## src/rtl/dpc_judge_3x3.sv

```systemverilog
// dpc_judge_3x3
// Defect-pixel decision and correction stage of the DPC core. It takes the
// signed centre-minus-neighbour deltas of a 3x3 window and flags the centre
// as hot (all deltas > 0) or dead (all deltas < 0) when every |delta| is
// strictly above the threshold. A flagged centre is replaced by the rounded
// mean of its four axial neighbours when correction is enabled. A saturating
// per-frame defect count is kept alongside.
//
// Ports:
//   clk, reset_n          pixel clock, asynchronous active-low reset
//   i_line_valid          input window valid
//   i_line3_1/2/3         {d1,d2,d3}, {d4,{1'b0,centre},d6}, {d7,d8,d9};
//                         9-bit signed fields, MSB field first
//   i_threshold           unsigned detection threshold (sampled with window)
//   i_dpc_en              1 = correct, 0 = bypass (sampled with window)
//   i_frame_start         single-cycle pulse, clears the defect counter
//   o_line_valid          output pixel valid, 3 clk after i_line_valid
//   o_pixel               corrected or passed-through centre pixel
//   o_defect              centre classified defective (also when bypassed)
//   o_defect_cnt          defects counted since the last i_frame_start
//
// Handshake: valid-only streaming with no ready/backpressure. A window is
// consumed on every clk where i_line_valid = 1, and its result is presented
// exactly 3 clk later with o_line_valid = 1. The data path free-runs, so the
// data outputs are meaningful only while o_line_valid = 1.
module dpc_judge_3x3 #(
  parameter int CNT_WIDTH = 16
) (
  input  logic                 clk,
  input  logic                 reset_n,
  input  logic                 i_line_valid,
  input  logic [26:0]          i_line3_1,
  input  logic [26:0]          i_line3_2,
  input  logic [26:0]          i_line3_3,
  input  logic [7:0]           i_threshold,
  input  logic                 i_dpc_en,
  input  logic                 i_frame_start,
  output logic                 o_line_valid,
  output logic [7:0]           o_pixel,
  output logic                 o_defect,
  output logic [CNT_WIDTH-1:0] o_defect_cnt
);

  // Deltas in order d1,d2,d3,d4,d6,d7,d8,d9.
  logic [7:0][8:0] delta;
  logic [7:0]      centre;
  // The top bit of the centre field is always zero and carries no data.
  logic            unused_centre_msb;

  // Valid pipe
  logic [2:0] vld_d, vld_q;
  // Stage 1
  logic [7:0][8:0] s1_abs_d, s1_abs_q;
  logic            s1_all_pos_d, s1_all_pos_q;
  logic            s1_all_neg_d, s1_all_neg_q;
  logic [3:0][7:0] s1_nb_d, s1_nb_q;  // n2, n4, n6, n8
  logic [7:0]      s1_centre_d, s1_centre_q;
  logic [7:0]      s1_thr_d, s1_thr_q;
  logic            s1_en_d, s1_en_q;
  // Stage 2
  logic            s2_defect_d, s2_defect_q;
  logic [7:0]      s2_repl_d, s2_repl_q;
  logic [7:0]      s2_centre_d, s2_centre_q;
  logic            s2_en_d, s2_en_q;
  // Stage 3
  logic [7:0]      s3_pixel_d, s3_pixel_q;
  logic            s3_defect_d, s3_defect_q;
  logic [CNT_WIDTH-1:0] cnt_d, cnt_q;

  logic       over;
  logic       cnt_inc;
  logic [9:0] s2_sum;
  logic [9:0] s2_sum_rnd;

  assign unused_centre_msb = i_line3_2[17];

  always_comb begin
    delta[0] = i_line3_1[26:18];
    delta[1] = i_line3_1[17:9];
    delta[2] = i_line3_1[8:0];
    delta[3] = i_line3_2[26:18];
    delta[4] = i_line3_2[8:0];
    delta[5] = i_line3_3[26:18];
    delta[6] = i_line3_3[17:9];
    delta[7] = i_line3_3[8:0];
    centre   = i_line3_2[16:9];
  end

  always_comb begin
    vld_d = {vld_q[1:0], i_line_valid};

    // Stage 1: magnitudes, sign uniformity, axial neighbour reconstruction.
    s1_all_pos_d = 1'b1;
    s1_all_neg_d = 1'b1;
    s1_abs_d     = '0;
    for (int k = 0; k < 8; k++) begin
      s1_abs_d[k]  = delta[k][8] ? (~delta[k] + 9'd1) : delta[k];
      s1_all_pos_d = s1_all_pos_d & ~delta[k][8] & (delta[k] != 9'd0);
      s1_all_neg_d = s1_all_neg_d & delta[k][8];
    end
    // nk = centre - dk always lands in 0..255, so 8-bit wraparound is exact.
    s1_nb_d[0]  = centre - delta[1][7:0];
    s1_nb_d[1]  = centre - delta[3][7:0];
    s1_nb_d[2]  = centre - delta[4][7:0];
    s1_nb_d[3]  = centre - delta[6][7:0];
    s1_centre_d = centre;
    s1_thr_d    = i_threshold;
    s1_en_d     = i_dpc_en;

    // Stage 2: threshold test and rounded axial mean.
    over = 1'b1;
    for (int k = 0; k < 8; k++) begin
      over = over & (s1_abs_q[k] > {1'b0, s1_thr_q});
    end
    s2_defect_d = (s1_all_pos_q | s1_all_neg_q) & over;
    s2_sum      = {2'b00, s1_nb_q[0]} + {2'b00, s1_nb_q[1]}
                + {2'b00, s1_nb_q[2]} + {2'b00, s1_nb_q[3]};
    // Max 4*255+2 = 1022 fits in 10 bits, so the shifted result fits 8 bits.
    s2_sum_rnd  = s2_sum + 10'd2;
    s2_repl_d   = s2_sum_rnd[9:2];
    s2_centre_d = s1_centre_q;
    s2_en_d     = s1_en_q;

    // Stage 3: output select; defect flag qualified by the valid that
    // reaches o_line_valid on the same edge.
    s3_pixel_d  = (s2_defect_q & s2_en_q) ? s2_repl_q : s2_centre_q;
    s3_defect_d = s2_defect_q & vld_q[1];

    // The counter increments on exactly the edge that raises o_defect, so
    // o_defect and o_defect_cnt always agree. A frame start restarts the
    // count, but a defect landing on that same edge belongs to the new frame.
    cnt_inc = s2_defect_q & vld_q[1];
    cnt_d   = cnt_q;
    if (i_frame_start) begin
      cnt_d = {{(CNT_WIDTH-1){1'b0}}, cnt_inc};
    end else if (cnt_inc && !(&cnt_q)) begin
      cnt_d = cnt_q + {{(CNT_WIDTH-1){1'b0}}, 1'b1};
    end
  end

  always_ff @(posedge clk or negedge reset_n) begin
    if (!reset_n) begin
      vld_q        <= '0;
      s1_abs_q     <= '0;
      s1_all_pos_q <= 1'b0;
      s1_all_neg_q <= 1'b0;
      s1_nb_q      <= '0;
      s1_centre_q  <= '0;
      s1_thr_q     <= '0;
      s1_en_q      <= 1'b0;
      s2_defect_q  <= 1'b0;
      s2_repl_q    <= '0;
      s2_centre_q  <= '0;
      s2_en_q      <= 1'b0;
      s3_pixel_q   <= '0;
      s3_defect_q  <= 1'b0;
      cnt_q        <= '0;
    end else begin
      vld_q        <= vld_d;
      s1_abs_q     <= s1_abs_d;
      s1_all_pos_q <= s1_all_pos_d;
      s1_all_neg_q <= s1_all_neg_d;
      s1_nb_q      <= s1_nb_d;
      s1_centre_q  <= s1_centre_d;
      s1_thr_q     <= s1_thr_d;
      s1_en_q      <= s1_en_d;
      s2_defect_q  <= s2_defect_d;
      s2_repl_q    <= s2_repl_d;
      s2_centre_q  <= s2_centre_d;
      s2_en_q      <= s2_en_d;
      s3_pixel_q   <= s3_pixel_d;
      s3_defect_q  <= s3_defect_d;
      cnt_q        <= cnt_d;
    end
  end

  assign o_line_valid = vld_q[2];
  assign o_pixel      = s3_pixel_q;
  assign o_defect     = s3_defect_q;
  assign o_defect_cnt = cnt_q;

endmodule

```

## config.mk

```make
export PLATFORM = sky130hd
export DESIGN_NAME = dpc_judge_3x3
export DESIGN_NICKNAME = d
export VERILOG_FILES = /design/src/rtl/dpc_judge_3x3.sv
export SDC_FILE = /design/constraint.sdc
export NUM_CORES = 1
export LEC_CHECK = 0
export CORE_UTILIZATION = 51
export CTS_CLUSTER_DIAMETER = 40
export DETAILED_ROUTE_END_ITERATION = 8
export PLACE_DENSITY = 0.86
export SYNTH_ARGS = -nofsm -noshare
export SYNTH_HDL_FRONTEND = slang
export SYNTH_SLANG_ARGS = --single-unit
```

## constraint.sdc

```tcl
create_clock -name clk -period 2.7 [get_ports clk]
set_clock_uncertainty 0.2 [all_clocks]
set_input_delay 0.675 -clock clk [delete_from_list [all_inputs] [get_ports clk]]
set_output_delay 0.675 -clock clk [all_outputs]
set_load 0.05 [all_outputs]
```

After elaboration in Yosys (flattened, before gate mapping)
Cells that the tools add are included. Widths: inputs -> output; s select.

Register bits after elaboration: 169. Input port bits: 94. Output and inout bits: 26.

$add $sub $neg: 17. Order comparisons: 8. Mux-type cells: 11. Bitwise operators: 49. Reduce and logical (&&, ||, !) cells: 12.

Operator list (count): $add 9x1->9 const B (8); $gt 9x8->1 (8); $mux 9 (8); $not 9->9 (8); $reduce_bool 9->1 (8); $and 1x1->1 (32); $mux 16 (2); $sub 8x8->8 (4); $add 16x1->16 const B (1); $reduce_and 16->1 (1); $add 10x2->10 const B (1); $add 10x8->10 (1); $add 9x8->10 (1); $add 8x8->9 (1); $mux 8 (1); $not 1->1 (8); $reduce_bool 2->1 (1); $logic_and 1x1->1 (1); $logic_not 1->1 (1); $or 1x1->1 (1).

Depth between registers and ports, before layout
Gate-level depths: netlist (run 1).

Depth after elaboration: 16. Depth in mapped cells: 11.

Least setup slack after synthesis (run 1)
OpenSTA, ideal clock, no wires.

Kind: flip-flop to flip-flop. From: register s1_nb_q[4] (netlist bit). To: register s2_repl_q[5]. Data arrival time: 2.431 ns. Data required time: 2.374 ns. Setup slack: -0.058 ns. Stages on the path, launching flop included: 9. Buffers on the path: 0. Period minus slack after synthesis: 2.758 ns. Cell sequence: dfrtp_1 -> fa_1 -> fa_1 -> ha_1 -> and2_1 -> o21ai_0 -> nand3b_1 -> a211oi_1 -> nor2_1.

Cells in the longest elaborated chain, start to end: 4.

Ends and longest elaborated chain: start, declared (line 56) `logic [3:0][7:0] s1_nb_d, s1_nb_q;`; start signal, assigned (line 163) `s1_nb_q <= s1_nb_d;`; $add 8x8->9 (line 116) `s2_sum = {2'b00, s1_nb_q[0]} + {2'b00, s1_nb_q[1]}`; $add 9x8->10 (line 117) `+ {2'b00, s1_nb_q[2]} + {2'b00, s1_nb_q[3]};`; $add 10x8->10 (line 117); $add 10x2->10 (line 119) `s2_sum_rnd = s2_sum + 10'd2;`; named net s2_sum_rnd[7] (line 73) `logic [9:0] s2_sum_rnd;`; end signal, assigned (line 168) `s2_repl_q <= s2_repl_d;`; end, declared (line 62) `logic [7:0] s2_repl_d, s2_repl_q;`.

The timed path passes the listed nets, and every way through them passes these cells. A chain may end at the register's enable or synchronous reset.

Worst setup path in the final report (run 1)
From: register s1_nb_q[0] (netlist bit). To: register s2_repl_q[4].

The elaborated chain is that of the path after synthesis.

==> run metrics, run 1 <==
status=complete, but fails checks; failing checks=setup timing; total core area=approximately 17,000 µm²; Hold Crit Class=reg2reg; #FFs+latches synth=169; Area growth, synth to finish=29.0%; dpl cell area=approximately 11,000 µm²; clock-pin slew on the worst setup and hold paths=about 0.06 ns; average wire per standard cell=17.4 µm; Synth Area in Adders=19.0%; Critical Path Start Type=flip-flop; fin. max-slew vios=0; port bufs=118; clk buf depth=2; Post-route DRC=0; Lkg Pwr=5.53 nW; Synth Area in Compound Gates=a little under a tenth; r2r worst-path depth=11; final setup margin=-0.174 ns; Comb pwr share=between 30% and 40%; cts bufs inserted=17; routability cong.=0.902; Post-Synth Simple-Gate Area=12.1%; ys flop type=dfrtp_1; CTS Root Cell=clkbuf_16; Synth Area per Inst=11.1 µm²; MaxCap Viol Count=0; 1st-iter DRT viols=393; multiplexer area fraction after synthesis=1.08%; Final ANT Viol Nets=0; area share of xor/xnor cells in the synthesized design=9.02%; Nets=approximately 1.3k; clock latency on the worst-skew pair=0.43 ns; Post-Synthesis Cells=between 800 and 900; largest net degree at the start of global routing=47; switching share of power=a little under a third; Final min period=around 2.9 ns; Worst Path Arrival=roughly 3.0 ns; peak supply drop=roughly 500 µV; DR vias=7,031; gr usage total=around 26%; final wirelength=between 20 and 25 mm; Area contributors post-synth=dfrtp_1, ha_1, xnor2_1, fa_1, inv_1; fill count=1,240; Crit Path Category=reg2reg; via/cell ratio=5.54; Die X=137 µm; DP HPWL=about 17 mm; combinational family with the most area after synthesis=adder cells; Tcrit/Tclk final=106%; CP endpoint kind=flip-flop; # IOs=120; pre-CTS setup slack=-0.215 ns; global route total overflow=0; post-synthesis sequential area ratio=45.8%; Max Clk Rate=between 300 and 400 MHz; Rel. slew slack=59.0%; clock power share=30.5%; Distinct cells, synth=54; Die Ht=137 µm; worst path required time=2.81 ns; Pwr Density=700 nW/µm²; Slew @ Worst Pin=about 0.6 ns; drt pass-1 iters=5; CTS tree=done; H-tree Lvls=4; internal power=~5.8 mW; final count of negative-setup-slack endpoints=6; dominant cell type by area after synthesis=dfrtp_1; die area=18,600 µm²; cell row count=48; Hold Path Cell Cnt=0; CTS Sinks=about 170; first-pass GRT wire length=36.0 mm; NetSw=roughly 2.6 mW; Synth Cell Area=9230 µm²; n_diodes=0; layout cell share with drive strength beyond 1=12.9%; Synth top area share=45.8%; Seq pwr share=a little over a third; FFs w/ async S/R, synth=100%; RSZ-0062 raised after global routing=true; number of global-route vias before repair=7,333; Worst Path Max Fanout=2; Finished Cell Area=11,900 µm²; antenna violations before repair=0; initial core utilization=52.8%; Net Count, Synth=1,057; Yosys warning count=0; number of synthesized flops with an enable pin=0; Final Hold Fails=0
==> flip-flops by register name, indices dropped and copies added, names as in the netlist <==
signal and flops:
s1_abs_q 72, s1_nb_q 32, o_defect_cnt 16, o_pixel 8, s1_centre_q 8, s1_thr_q 8, s2_centre_q 8, s2_repl_q 8
vld_q 3, o_defect 1, s1_all_neg_q 1, s1_all_pos_q 1, s1_en_q 1, s2_defect_q 1, s2_en_q 1
==> critical path: stages (launching register included) <==
cell and delay [ns]:
dfrtp_1 0.39, fa_2 0.57, inv_2 0.04, fa_2 0.33, inv_2 0.08, ha_4 0.18, and3b_1 0.18, o21ai_2 0.14
a21o_1 0.20, nand3b_1 0.14, buf_4 0.17, xor2_1 0.14
==> path summary, 6_finish.rpt <==
check | slack, ns | startpoint | end
max | -0.17 | s1_nb_q[0] | s2_repl_q[4]
min | 0.15 | s1_centre_q[0] | s2_centre_q[0]
max reg2reg | -0.17 | s1_nb_q[0] | s2_repl_q[4]
min reg2reg | 0.15 | s1_centre_q[0] | s2_centre_q[0]
max in group asynchronous | 1.16 | reset_n | s1_abs_q[4]
min in group asynchronous | 0.50 | reset_n | s1_nb_q[30]
==> cells in the final DEF (no fill, tap or decap), types with 13 or more instances in the layout <==
master	Yosys	routed
a21o_1	16	16
a21oi_1	34	33
buf_4	0	68
clkbuf_16	0	17
clkdlybuf4s50_1	0	117
dfrtp_1	169	169
fa_1	19	17
ha_1	110	108
inv_1	82	80
nand2_1	51	51
nand2b_1	13	13
nand3_1	19	19
nand4_1	18	18
nor2_1	31	31
nor2b_1	19	19
nor3_1	17	17
o21ai_0	33	30
xnor2_1	71	71
xor2_1	24	24
==> through the flow <==
stage / hold WS, ns / std cells / utilization, % / TNS (ns) / power, mW
final: 0.148 / 1270 / 68.1 / -0.714 / 8.34
after global routing: 0.156 / 1270 / 68.1 / -1.41 / 8.79
after CTS: 0.150 / 1269 / 68.1 / -0.363 / 8.31
after detailed placement: 0.136 / 1236 / 64.1 / -2.64 / 5.52
after global placement: 0.131 / 1236 / 64.1 / -1.42 / 5.33
after floorplan: 0.131 / 834 / - / -0.00614 / 4.50
==> final cells by class <==
class | instances | area, µm² | share of cell area (%)
multi-input cells | 573 | 4710 | 39.6
repair buffers | 189 | 1740 | 14.6
clock inverters | 12 | 164 | 1.38
clock buffers | 20 | 467 | 3.92
inverters | 82 | 308 | 2.59
flip-flops and latches | 169 | 4230 | 35.5
well taps | 225 | 282 | 2.36
==> power by group through the flow <==
stage	logic [mW]	clock network (mW)	registers, mW
floorplan	1.51	0	3.00
global placement	2.31	0	3.02
detailed placement	2.49	0	3.03
CTS	2.75	2.57	2.99
global route	3.10	2.67	3.01
finish	2.81	2.54	2.99
==> logic make-up (layout without fill, tap and decap cells) <==
| family | Yosys count | count (layout) |
|---|---|---|
| AO/OA/AOI/OAI | 130 | 130 |
| XOR/XNOR | 95 | 95 |
| adder cells (fa/ha/maj) | 129 | 129 |
| buffers and inverters | 92 | 303 |
| flip-flops | 169 | 169 |
| multiplexers | 9 | 9 |
| AND/OR/NAND/NOR | 210 | 210 |
==> cell usage after synthesis (all sizes together) (2+ instances only) <==
master and n:
nand3b 3, ha 110, nand3 19, nand2b 13, nor3b 2, a2111oi 3, o211ai 2, o31ai 10
nor2b 19, o21ai 33, xor2 24, nand4 18, nor2 31, a21o 16, nand4b 2, a31oi 5
nor4 11, and4 7, and2 6, a211oi 5, nand2 51, o21a 2, mux2 8, nor3 17
a21oi 36, or2 4, fa 19, dfrtp 169, clkbuf 9, o21bai 2, o41ai 4, inv 82
and3 2, xnor2 71, a31o 2, a2bb2oi 4
==> repair_timing <==
| action | in CTS | in global routing |
|---|---|---|
| gates resized for setup | 14 | 1 |
| endpoints found under the setup margin | 7 | 7 |
| hold buffers | 1 | 0 |
| endpoints found under the hold margin | 32 | 0 |
| setup buffers | 0 | 1 |
| pin swaps | 5 | 5 |
==> layer usage <==
layer | up-vias | wire length, µm | GRT usage, %
met1 | 3448 | 9160 | 31.7
met4 | 0 | 800 | 12.3
li1 | 3285 | - | -
met5 | - | 0 | 0
met2 | 238 | 11000 | 44.4
met3 | 60 | 1130 | 4.33
Power figures use the tool's default switching activity.
==> inputs of run 2 (changes only) <==
CORE_ASPECT_RATIO = 1.5   (was not set)
==> run 2 against run 1 <==
  * The run ends with DRC, setup timing left
  * Clock power fell by 5%
  * Die area barely moved
  * Sequential cell count stayed put
  * Fmax shrank 0.76%
  * Register-to-register slack worse by 0.02 ns
  * Core utilization is essentially flat
  * Combinational power up 12%
  * Non-clock buffer count is 2 higher
  * Sequential power is essentially flat
  * Largest power group is now combinational cells
==> run metrics, run 2 (synthesis results as in run 1) <==
status=complete, but fails checks; failing checks=DRC, setup timing; pre-CTS setup slack=-0.214 ns (+0.00107 ns); Fin Hold WS=0.149 ns (+0.000890 ns); Finished Cell Area=11,900 µm² (+0.14%); cell row count=59 (+23%); Rel. slew slack=63.9% (+4.9 points); commonest cells after routing, fill and taps aside=dfrtp_1, clkdlybuf4s50_1, ha_1; Final min period=2.90 ns (+0.0221 ns); Nets=1,257 (+0.16%); Crit Path Category=reg2reg; layout cell share with drive strength beyond 1=13.8% (+0.83 points); Largest register FFs=72 (unchanged); peak supply drop=915 µV (+88%); dpl cell area=11,200 µm² (about the same); Post-route DRC=8 (+8); clock latency on the worst-skew pair=0.44 ns (about the same); Worst Path Arrival=3.02 ns (+0.04 ns); average wire per standard cell=18.3 µm (+4.9%); gr usage total=25.7% (-0.17 points); Lkg Pwr=5.55 nW (+0.36%); final count of negative-setup-slack endpoints=6 (unchanged); cts bufs inserted=17 (unchanged); # IOs=120 (unchanged); CTS tree=done; first-pass GRT wire length=36.4 mm (+1.2%); Die Ht=167 µm (+22%); Critical Path Start Type=flip-flop; DR vias=6,971 (-0.85%); clk buf depth=2 (unchanged); Slew @ Worst Pin=0.540 ns (-0.0732 ns); n_diodes=0 (unchanged); port bufs=118 (unchanged); r2r setup slk=-0.20 ns (-0.02 ns); Final ANT Viol Nets=0 (unchanged); Final Hold Fails=0 (unchanged); Tcrit/Tclk final=107% (+0.82 points); initial core utilization=52.7% (-0.057 points); final wirelength=23.0 mm (+4.1%); clock-pin slew on the worst setup and hold paths=0.07 ns (about the same); fill count=1,178 (-5.0%); final setup margin=-0.196 ns (-0.0221 ns); CP endpoint kind=flip-flop; fin. max-slew vios=0 (unchanged); RSZ-0062 raised after global routing=true; 1st-iter DRT viols=341 (-13%); most flop-heavy register=s1_abs_q; Area growth, synth to finish=29.2%; worst path required time=2.82 ns (about the same); Die X=112 µm (-18%); largest net degree at the start of global routing=55 (+17%); H-tree Lvls=4 (unchanged); drt pass-1 iters=7 (+2); CTS Root Cell=clkbuf_16; CTS Sinks=169 (unchanged); number of global-route vias before repair=7,546 (+2.9%); DP HPWL=17.4 mm (+0.55%); MaxCap Viol Count=0 (unchanged); Pwr Density=716 nW/µm² (+2.3%); antenna violations before repair=0 (unchanged); Worst Path Max Fanout=2 (unchanged); routability cong.=0.921 (+2.2%); total core area=17,500 µm² (+0.11%); commonest non-fill, non-tap cell in the layout=dfrtp_1; via/cell ratio=5.53 (about the same); Hold Crit Class=reg2reg; Max Clk Rate=345 MHz (-0.76%); global route total overflow=0 (unchanged); die area=18,600 µm² (about the same)
[run 2: cell count changes in the layout (fill, tap and decap cells not counted), sizes merged]
cell	delta
clkbuf	-3
clkdlybuf4s50	-1
buf	+2
dlymetal6s2s	+1
clkinv	-1
inv	+7
bufinv	-2
clkinvlp	-1
[run 2: layer usage]
layer  track usage (%)  part of all wire (%)  vias to the layer above
met5                 0                     0                        -
met4              14.6                   5.5                        0
met3              6.00                   5.2                       79
met2              45.4                    52                      229
met1              28.0                    37                     3387
li1                  -                     -                     3276
[run 2: layout make-up]
class	instances	area, µm²	share of cell area [%]
repair buffers	191	1770	14.9
multi-input cells	573	4760	39.9
well taps	213	267	2.24
inverters	82	312	2.61
flip-flops and latches	169	4230	35.5
clock inverters	15	156	1.31
clock buffers	17	425	3.57
[run 2: power by group]
group / switching, mW / leakage (nW) / internal [mW] / total (mW)
combinational: 1.57 / 3.23 / 1.57 / 3.14
sequential: 0.145 / 2.04 / 2.84 / 2.99
clock: 1.10 / 0.283 / 1.31 / 2.41
total: 2.81 / 5.55 / 5.73 / 8.54
[run 2: timing repair]
action,in CTS,in global routing
hold buffers,1,0
resized for setup,9,14
endpoints found under the setup margin,5,8
setup buffers,0,3
pin swaps,7,7
hold endpoints to repair,45,0
[run 2: metrics by stage]
step / setup TNS [ns] / instances / util [%] / total power, mW
finish: -0.841 / 1260 / 68.1 / 8.54
detailed placement: -2.56 / 1224 / 64.0 / 5.56
global placement: -1.93 / 1224 / 64.0 / 5.42
global route: -1.45 / 1260 / 68.1 / 9.02
CTS: -0.297 / 1257 / 67.6 / 8.20
floorplan: -0.00614 / 834 / - / 4.50
[run 2: critical path, stage by stage, from the launching register on]
cell and delay [ns]:
dfrtp_1 0.39, fa_2 0.57, inv_2 0.04, fa_2 0.33, inv_2 0.07, ha_4 0.19
and3b_2 0.21, o21ai_2 0.14, a21o_1 0.17, nand3b_1 0.16, buf_4 0.19, xor2_2 0.14
[run 2: path summary, 6_finish.rpt]
check                               start              to  depth (start not counted)
max                            s1_nb_q[0]    s2_repl_q[4]                         11
min                        s1_centre_q[0]  s2_centre_q[0]                          0
max reg2reg                    s1_nb_q[0]    s2_repl_q[4]                         11
min reg2reg                s1_centre_q[0]  s2_centre_q[0]                          0
max in group asynchronous         reset_n     s1_nb_q[14]                          3
min in group asynchronous         reset_n  s1_centre_q[4]                          2
